==> config.mk <==
export PLATFORM = sky130hd
export DESIGN_NAME = reorder_buffer
export DESIGN_NICKNAME = d
export VERILOG_FILES = /design/src/rtl/reorder_buffer.sv
export SDC_FILE = /design/constraint.sdc
export NUM_CORES = 2
export LEC_CHECK = 0
export CORE_AREA = 2 2 398 282
export DETAILED_ROUTE_END_ITERATION = 6
export DIE_AREA = 0 0 400 284
export DONT_BUFFER_PORTS = 1
export GPL_TIMING_DRIVEN = 0
export HOLD_SLACK_MARGIN = 0.03
export PLACE_DENSITY = 0.88
export SYNTH_ARGS = -nofsm -noshare
export SYNTH_HDL_FRONTEND = slang
export SYNTH_SLANG_ARGS = --single-unit
==> constraint.sdc <==
create_clock -name clockIn -period 8.3 [get_ports clockIn]
set_input_delay 1.245 -clock clockIn [delete_from_list [all_inputs] [get_ports clockIn]]
set_output_delay 1.245 -clock clockIn [all_outputs]
set_load 0.02 [all_outputs]
==> src/rtl/reorder_buffer.sv <==
// Circular reorder buffer: in-order retire, RS/LSB result capture, mispredict flush.
// Optional macro ROB_BYPASS_EN forwards same-cycle broadcasts onto the query ports.
module reorder_buffer #(
    parameter int ROB_WIDTH = 4
) (
    input  logic                 clockIn,
    input  logic                 resetIn,
    input  logic                 allocValid,
    input  logic [1:0]           allocType,
    input  logic [4:0]           allocDestReg,
    input  logic                 allocPredTaken,
    input  logic [31:0]          allocAltPc,
    output logic [ROB_WIDTH-1:0] allocRobIndex,
    output logic                 full,
    input  logic                 rsUpdate,
    input  logic [ROB_WIDTH-1:0] rsRobIndex,
    input  logic [31:0]          rsUpdateVal,
    input  logic                 lsbUpdate,
    input  logic [ROB_WIDTH-1:0] lsbRobIndex,
    input  logic [31:0]          lsbUpdateVal,
    input  logic [ROB_WIDTH-1:0] query1Index,
    input  logic [ROB_WIDTH-1:0] query2Index,
    output logic                 query1Ready,
    output logic                 query2Ready,
    output logic [31:0]          query1Val,
    output logic [31:0]          query2Val,
    output logic                 commitValid,
    output logic [ROB_WIDTH-1:0] commitRobIndex,
    output logic [1:0]           commitType,
    output logic [4:0]           commitDestReg,
    output logic [31:0]          commitVal,
    output logic                 storeCommit,
    output logic                 flush,
    output logic [31:0]          flushPc
);
    localparam int DEPTH = 1 << ROB_WIDTH;
    localparam logic [ROB_WIDTH:0] C_DEPTH    = (ROB_WIDTH+1)'(DEPTH);
    localparam logic [ROB_WIDTH:0] C_DEPTH_M1 = (ROB_WIDTH+1)'(DEPTH - 1);
    localparam logic [1:0] TYPE_STORE  = 2'b01;
    localparam logic [1:0] TYPE_BRANCH = 2'b10;
    localparam logic [1:0] TYPE_NOP    = 2'b11;

    logic [DEPTH-1:0]     r_valid;
    logic [DEPTH-1:0]     r_ready;
    logic [DEPTH-1:0]     r_pred;
    logic [1:0]           r_type  [DEPTH];
    logic [4:0]           r_dest  [DEPTH];
    logic [31:0]          r_alt   [DEPTH];
    logic [31:0]          r_value [DEPTH];
    logic [ROB_WIDTH-1:0] r_head;
    logic [ROB_WIDTH-1:0] r_tail;
    logic [ROB_WIDTH:0]   r_count;

    logic                 w_commit;
    logic                 w_mispredict;
    logic                 w_alloc_ok;
    logic                 w_rs_ok;
    logic                 w_lsb_ok;
    logic [ROB_WIDTH:0]   w_count_next;

    assign w_commit     = r_valid[r_head] & r_ready[r_head];
    assign w_mispredict = w_commit & (r_type[r_head] == TYPE_BRANCH)
                          & (r_value[r_head][0] != r_pred[r_head]);
    assign w_alloc_ok   = allocValid & (r_count != C_DEPTH) & ~w_mispredict;
    // RS result is dropped when the LSB targets the same entry in the same cycle
    assign w_rs_ok      = rsUpdate & r_valid[rsRobIndex] & ~w_mispredict
                          & ~(lsbUpdate & (lsbRobIndex == rsRobIndex));
    assign w_lsb_ok     = lsbUpdate & r_valid[lsbRobIndex] & ~w_mispredict;

    assign allocRobIndex = r_tail;
    assign full          = (r_count >= C_DEPTH_M1);

    // Occupancy after this cycle's alloc and retire
    always_comb begin
        w_count_next = r_count;
        case ({w_alloc_ok, w_commit})
            2'b10:   w_count_next = r_count + (ROB_WIDTH+1)'(1);
            2'b01:   w_count_next = r_count - (ROB_WIDTH+1)'(1);
            default: w_count_next = r_count;
        endcase
    end

    // Entry storage: allocation, result capture, retire and flush
    always_ff @(posedge clockIn or negedge resetIn) begin
        if (!resetIn) begin
            r_valid <= '0;
            r_ready <= '0;
            r_pred  <= '0;
            for (int i = 0; i < DEPTH; i++) begin
                r_type[i]  <= 2'b00;
                r_dest[i]  <= 5'd0;
                r_alt[i]   <= 32'h0;
                r_value[i] <= 32'h0;
            end
        end else if (w_mispredict) begin
            r_valid <= '0;
        end else begin
            if (w_rs_ok) begin
                r_value[rsRobIndex] <= rsUpdateVal;
                r_ready[rsRobIndex] <= 1'b1;
            end
            if (w_lsb_ok) begin
                r_value[lsbRobIndex] <= lsbUpdateVal;
                r_ready[lsbRobIndex] <= 1'b1;
            end
            if (w_alloc_ok) begin
                r_valid[r_tail] <= 1'b1;
                r_ready[r_tail] <= (allocType == TYPE_NOP);
                r_type[r_tail]  <= allocType;
                r_dest[r_tail]  <= allocDestReg;
                r_pred[r_tail]  <= allocPredTaken;
                r_alt[r_tail]   <= allocAltPc;
            end
            if (w_commit) begin
                r_valid[r_head] <= 1'b0;
            end
        end
    end

    // Head/tail pointers and occupancy count
    always_ff @(posedge clockIn or negedge resetIn) begin
        if (!resetIn) begin
            r_head  <= '0;
            r_tail  <= '0;
            r_count <= '0;
        end else if (w_mispredict) begin
            r_head  <= '0;
            r_tail  <= '0;
            r_count <= '0;
        end else begin
            if (w_alloc_ok) begin
                r_tail <= r_tail + ROB_WIDTH'(1);
            end
            if (w_commit) begin
                r_head <= r_head + ROB_WIDTH'(1);
            end
            r_count <= w_count_next;
        end
    end

    // Registered retire and redirect pulses
    always_ff @(posedge clockIn or negedge resetIn) begin
        if (!resetIn) begin
            commitValid    <= 1'b0;
            commitRobIndex <= '0;
            commitType     <= 2'b00;
            commitDestReg  <= 5'd0;
            commitVal      <= 32'h0;
            storeCommit    <= 1'b0;
            flush          <= 1'b0;
            flushPc        <= 32'h0;
        end else begin
            commitValid <= w_commit;
            storeCommit <= w_commit & (r_type[r_head] == TYPE_STORE);
            flush       <= w_mispredict;
            if (w_commit) begin
                commitRobIndex <= r_head;
                commitType     <= r_type[r_head];
                commitDestReg  <= r_dest[r_head];
                commitVal      <= r_value[r_head];
            end
            if (w_mispredict) begin
                flushPc <= r_alt[r_head];
            end
        end
    end

    logic w_q1_stored;
    logic w_q2_stored;
    assign w_q1_stored = r_valid[query1Index] & r_ready[query1Index];
    assign w_q2_stored = r_valid[query2Index] & r_ready[query2Index];

`ifdef ROB_BYPASS_EN
    logic w_q1_lsb, w_q1_rs, w_q2_lsb, w_q2_rs;
    assign w_q1_lsb = lsbUpdate & (lsbRobIndex == query1Index) & r_valid[query1Index];
    assign w_q1_rs  = rsUpdate  & (rsRobIndex  == query1Index) & r_valid[query1Index];
    assign w_q2_lsb = lsbUpdate & (lsbRobIndex == query2Index) & r_valid[query2Index];
    assign w_q2_rs  = rsUpdate  & (rsRobIndex  == query2Index) & r_valid[query2Index];

    assign query1Ready = w_q1_lsb | w_q1_rs | w_q1_stored;
    assign query2Ready = w_q2_lsb | w_q2_rs | w_q2_stored;
    assign query1Val   = w_q1_lsb ? lsbUpdateVal : w_q1_rs ? rsUpdateVal
                       : w_q1_stored ? r_value[query1Index] : 32'h0;
    assign query2Val   = w_q2_lsb ? lsbUpdateVal : w_q2_rs ? rsUpdateVal
                       : w_q2_stored ? r_value[query2Index] : 32'h0;
`else
    assign query1Ready = w_q1_stored;
    assign query2Ready = w_q2_stored;
    assign query1Val   = w_q1_stored ? r_value[query1Index] : 32'h0;
    assign query2Val   = w_q2_stored ? r_value[query2Index] : 32'h0;
`endif

endmodule

==> results.json <==
{
  "outcome": "complete, but fails checks",
  "violations": "DRC, capacitance limit, slew limit",
  "routabilityCongestion": 1.053,
  "p_total_mw": 32.39,
  "cts_buffers": 121,
  "path_clk_slew_ns": 0.07,
  "max_slew_margin_pct": -12.30,
  "async_reset_ff_share_pct": 100.0,
  "critPathMaxStageDelay_ns": 1.01,
  "crit_required_ns": 7.05,
  "clk_latency_ns": 0.80,
  "grt_pass1_wl_um": 393400,
  "crit_path_start_kind": "input pin",
  "yosysTopAreaCell": "dfrtp_1",
  "start_util_pct": 64.46,
  "utilization_pct": 70.34,
  "period_needed_ns": 7.304,
  "antenna_found_initial": 30,
  "crit_arrival_ns": 6.06,
  "grt_max_degree": 1276,
  "p_clk_share_pct": 18.7,
  "fmax_mhz": 136.9,
  "netlist_instances": 5125,
  "end_kind": "primary output",
  "ys_ff_latch": 1275,
  "core_area_um2": 109800,
  "leakage_nw": 30.94,
  "cp_cell_sequence": "clkbuf_1 > buf_1 > clkbuf_1 > buf_1 > mux4_2 > mux4_2 > nor2b_1",
  "yosys_warnings": 0,
  "die_w_um": 400,
  "critPathBufInv": 4,
  "final_max_slew_viol_count": 111,
  "clk_path_buf_depth": 3,
  "cts_max_level": 3,
  "firstDrtPassIters": 7,
  "switching_share_pct": 39.04,
  "cts.sink_count": 1275,
  "p_sw_mw": 12.64,
  "drt_drc_violations_left": 268,
  "setup_viol": 0,
  "synth_cell_type_count": 66,
  "synth_area_leaders": "dfrtp_1, mux4_2, mux2_2",
  "dieHeight_um": 284,
  "timing.final.ws_setup_ns": 0.9957,
  "dp_hpwl_um": 180300,
  "dieArea_um2": 113600,
  "hold_buffers": 0,
  "min_period_over_period_pct": 88.00,
  "syn_avg_cell_area_um2": 13.81,
  "grt_pass1_vias": 55800,
  "io_buffers": 0,
  "cts_tree": "done",
  "synth_nets": 5262,
  "slowest_stage": "buf_1",
  "wl_per_cell_um": 40.78,
  "setup_tns_ns": 0,
  "post_cts_resized": 0,
  "ys.flop_type": "dfrtp_1",
  "hp-class": "in2async",
  "fin_hold_ws_ns": 0.1390,
  "layout-drive-gt1-share_pct": 34.74,
  "combPwrFrac_pct": 43.5,
  "place_ws_ns": 1.574,
  "cp_max_fo": 10,
  "route.antenna.remaining_nets": 0,
  "fp-row-count": 102,
  "vias": 56560,
  "crit_family": "buffers and inverters",
  "p_per_area_nw_per_um2": 419.5,
  "cts_root_buffer": "clkbuf_16",
  "rsz0062_at_grt": "false",
  "synth_edf_count": 0,
  "routed_wl_um": 278900,
  "finalHoldViolations": 0,
  "seq_area_frac_synth_pct": 45.10,
  "post_cts_buffers": 0,
  "first_iter_violations": 12030,
  "grt_overflow_total": 0,
  "syn_area_um2": 70750,
  "synth_top_area_share_pct": 45.10,
  "via_per_inst": 8.270,
  "num-fill-cells": 7134,
  "mostFrequentLayoutCells": "dfrtp_1, mux4_2, mux2_2",
  "clock_skew_ns": 0.03314,
  "track_usage_pct": 48.89,
  "criticalPathCategory": "in2out",
  "area_growth_pct": 9.120,
  "pwr-share-seq_pct": 37.8,
  "power.internal_mw": 19.74,
  "layout.nets": 5397,
  "num_io_pins": 274,
  "peakVddDrop_mv": 0.2547,
  "maxCapViolations": 12,
  "worstMarginPinSlew_ns": 1.681,
  "mostFrequentLayoutCell": "dfrtp_1"
}
-- power groups by stage --
stage,logic [mW],registers (mW),clock network [mW]
after floorplan,10.1,10.9,0
after global placement,12.7,11.7,0
after detailed placement,13.2,11.9,0
after CTS,13.4,11.9,6.00
after global routing,14.5,12.4,6.24
final,14.1,12.2,6.07
-- worst paths after layout --
kind	from	to	slack [ns]	cells past startpoint
worst max-delay path	query1Index[2]	query1Val[0]	1.0	7
worst min-delay path	resetIn	r_alt[182]	0.14	0
worst max register to register	r_head[1]	r_value[497]	2.41	11
worst min register to register	r_alt[20]	r_alt[20]	0.49	1
max in group asynchronous	resetIn	r_value[486]	4.40	4
min in group clockIn	r_alt[20]	r_alt[20]	0.49	1
-- routing by layer --
layer	track usage, %	share of wire [%]
met2	62.07	39
met3	31.89	20
met1	63.02	33
met4	25.79	7.5
met5	3.231	0.18
-- registers in the layout, summed over array words and instances, names as in the netlist --
register        flops
commitDestReg       5
commitVal          32
allocRobIndex       4
storeCommit         1
r_ready            16
r_count             5
r_pred             16
r_dest             80
r_valid            16
r_alt             512
flushPc            32
r_value           512
commitValid         1
r_type             32
flush               1
commitRobIndex      4
commitType          2
r_head              4
-- through the flow --
stage,cell area [µm²],instances
detailed placement,72620,6583
floorplan,70750,5125
global route,77180,6829
finish,77200,6839
CTS,76910,6811
global placement,72570,6581
-- worst register-to-register path, delay by kind of cell (launching register included) --
kind | cells | cell delay (ns)
AND/OR/NAND/NOR | 2 | 1.51
XOR/XNOR | 1 | 0.42
AO/OA/AOI/OAI | 3 | 0.84
buffers and inverters | 4 | 2.18
flip-flops | 1 | 0.38
multiplexers | 1 | 0.37
-- cells in the mapped netlist (70+ instances only) --
cell type  count
mux2_2       606
mux2_1        70
dfrtp_1     1275
buf_2        165
nor2_1        94
mux4_2       703
inv_1         84
a21oi_1      331
buf_1        109
clkbuf_1     297
a221oi_1     168
mux2i_1      332
nand2_1      142
a22oi_1      102
nor2b_1      107
nor3_1       236
-- layout make-up --
class | instances | area [µm²] | area share (%)
Antenna cell | 18 | 45.04 | 0.05834
Buffer | 610 | 2733 | 3.539
Clock buffer | 160 | 3465 | 4.488
Clock inverter | 68 | 825.8 | 1.070
Inverter | 87 | 326.6 | 0.4230
Multi-Input combinational cell | 3153 | 35820 | 46.40
Sequential cell | 1275 | 31910 | 41.33
Tap cell | 1456 | 1822 | 2.360
Timing Repair Buffer | 12 | 260.3 | 0.3371
-- cells by family (layout without fill, tap and decap cells) --
kind of cell	after synthesis	after routing	share of synthesized area, %
adders and majority gates	12	12	0.2228
muxes	1711	1711	37.83
and+or+nand+nor	668	668	4.752
buffers and inverters	697	937	4.292
xor gates and xnor gates	16	16	0.2352
DFF	1275	1275	45.10
AOI/OAI and AO/OA	746	746	7.569
other	0	18	0
(Power assumes the default switching activity.)
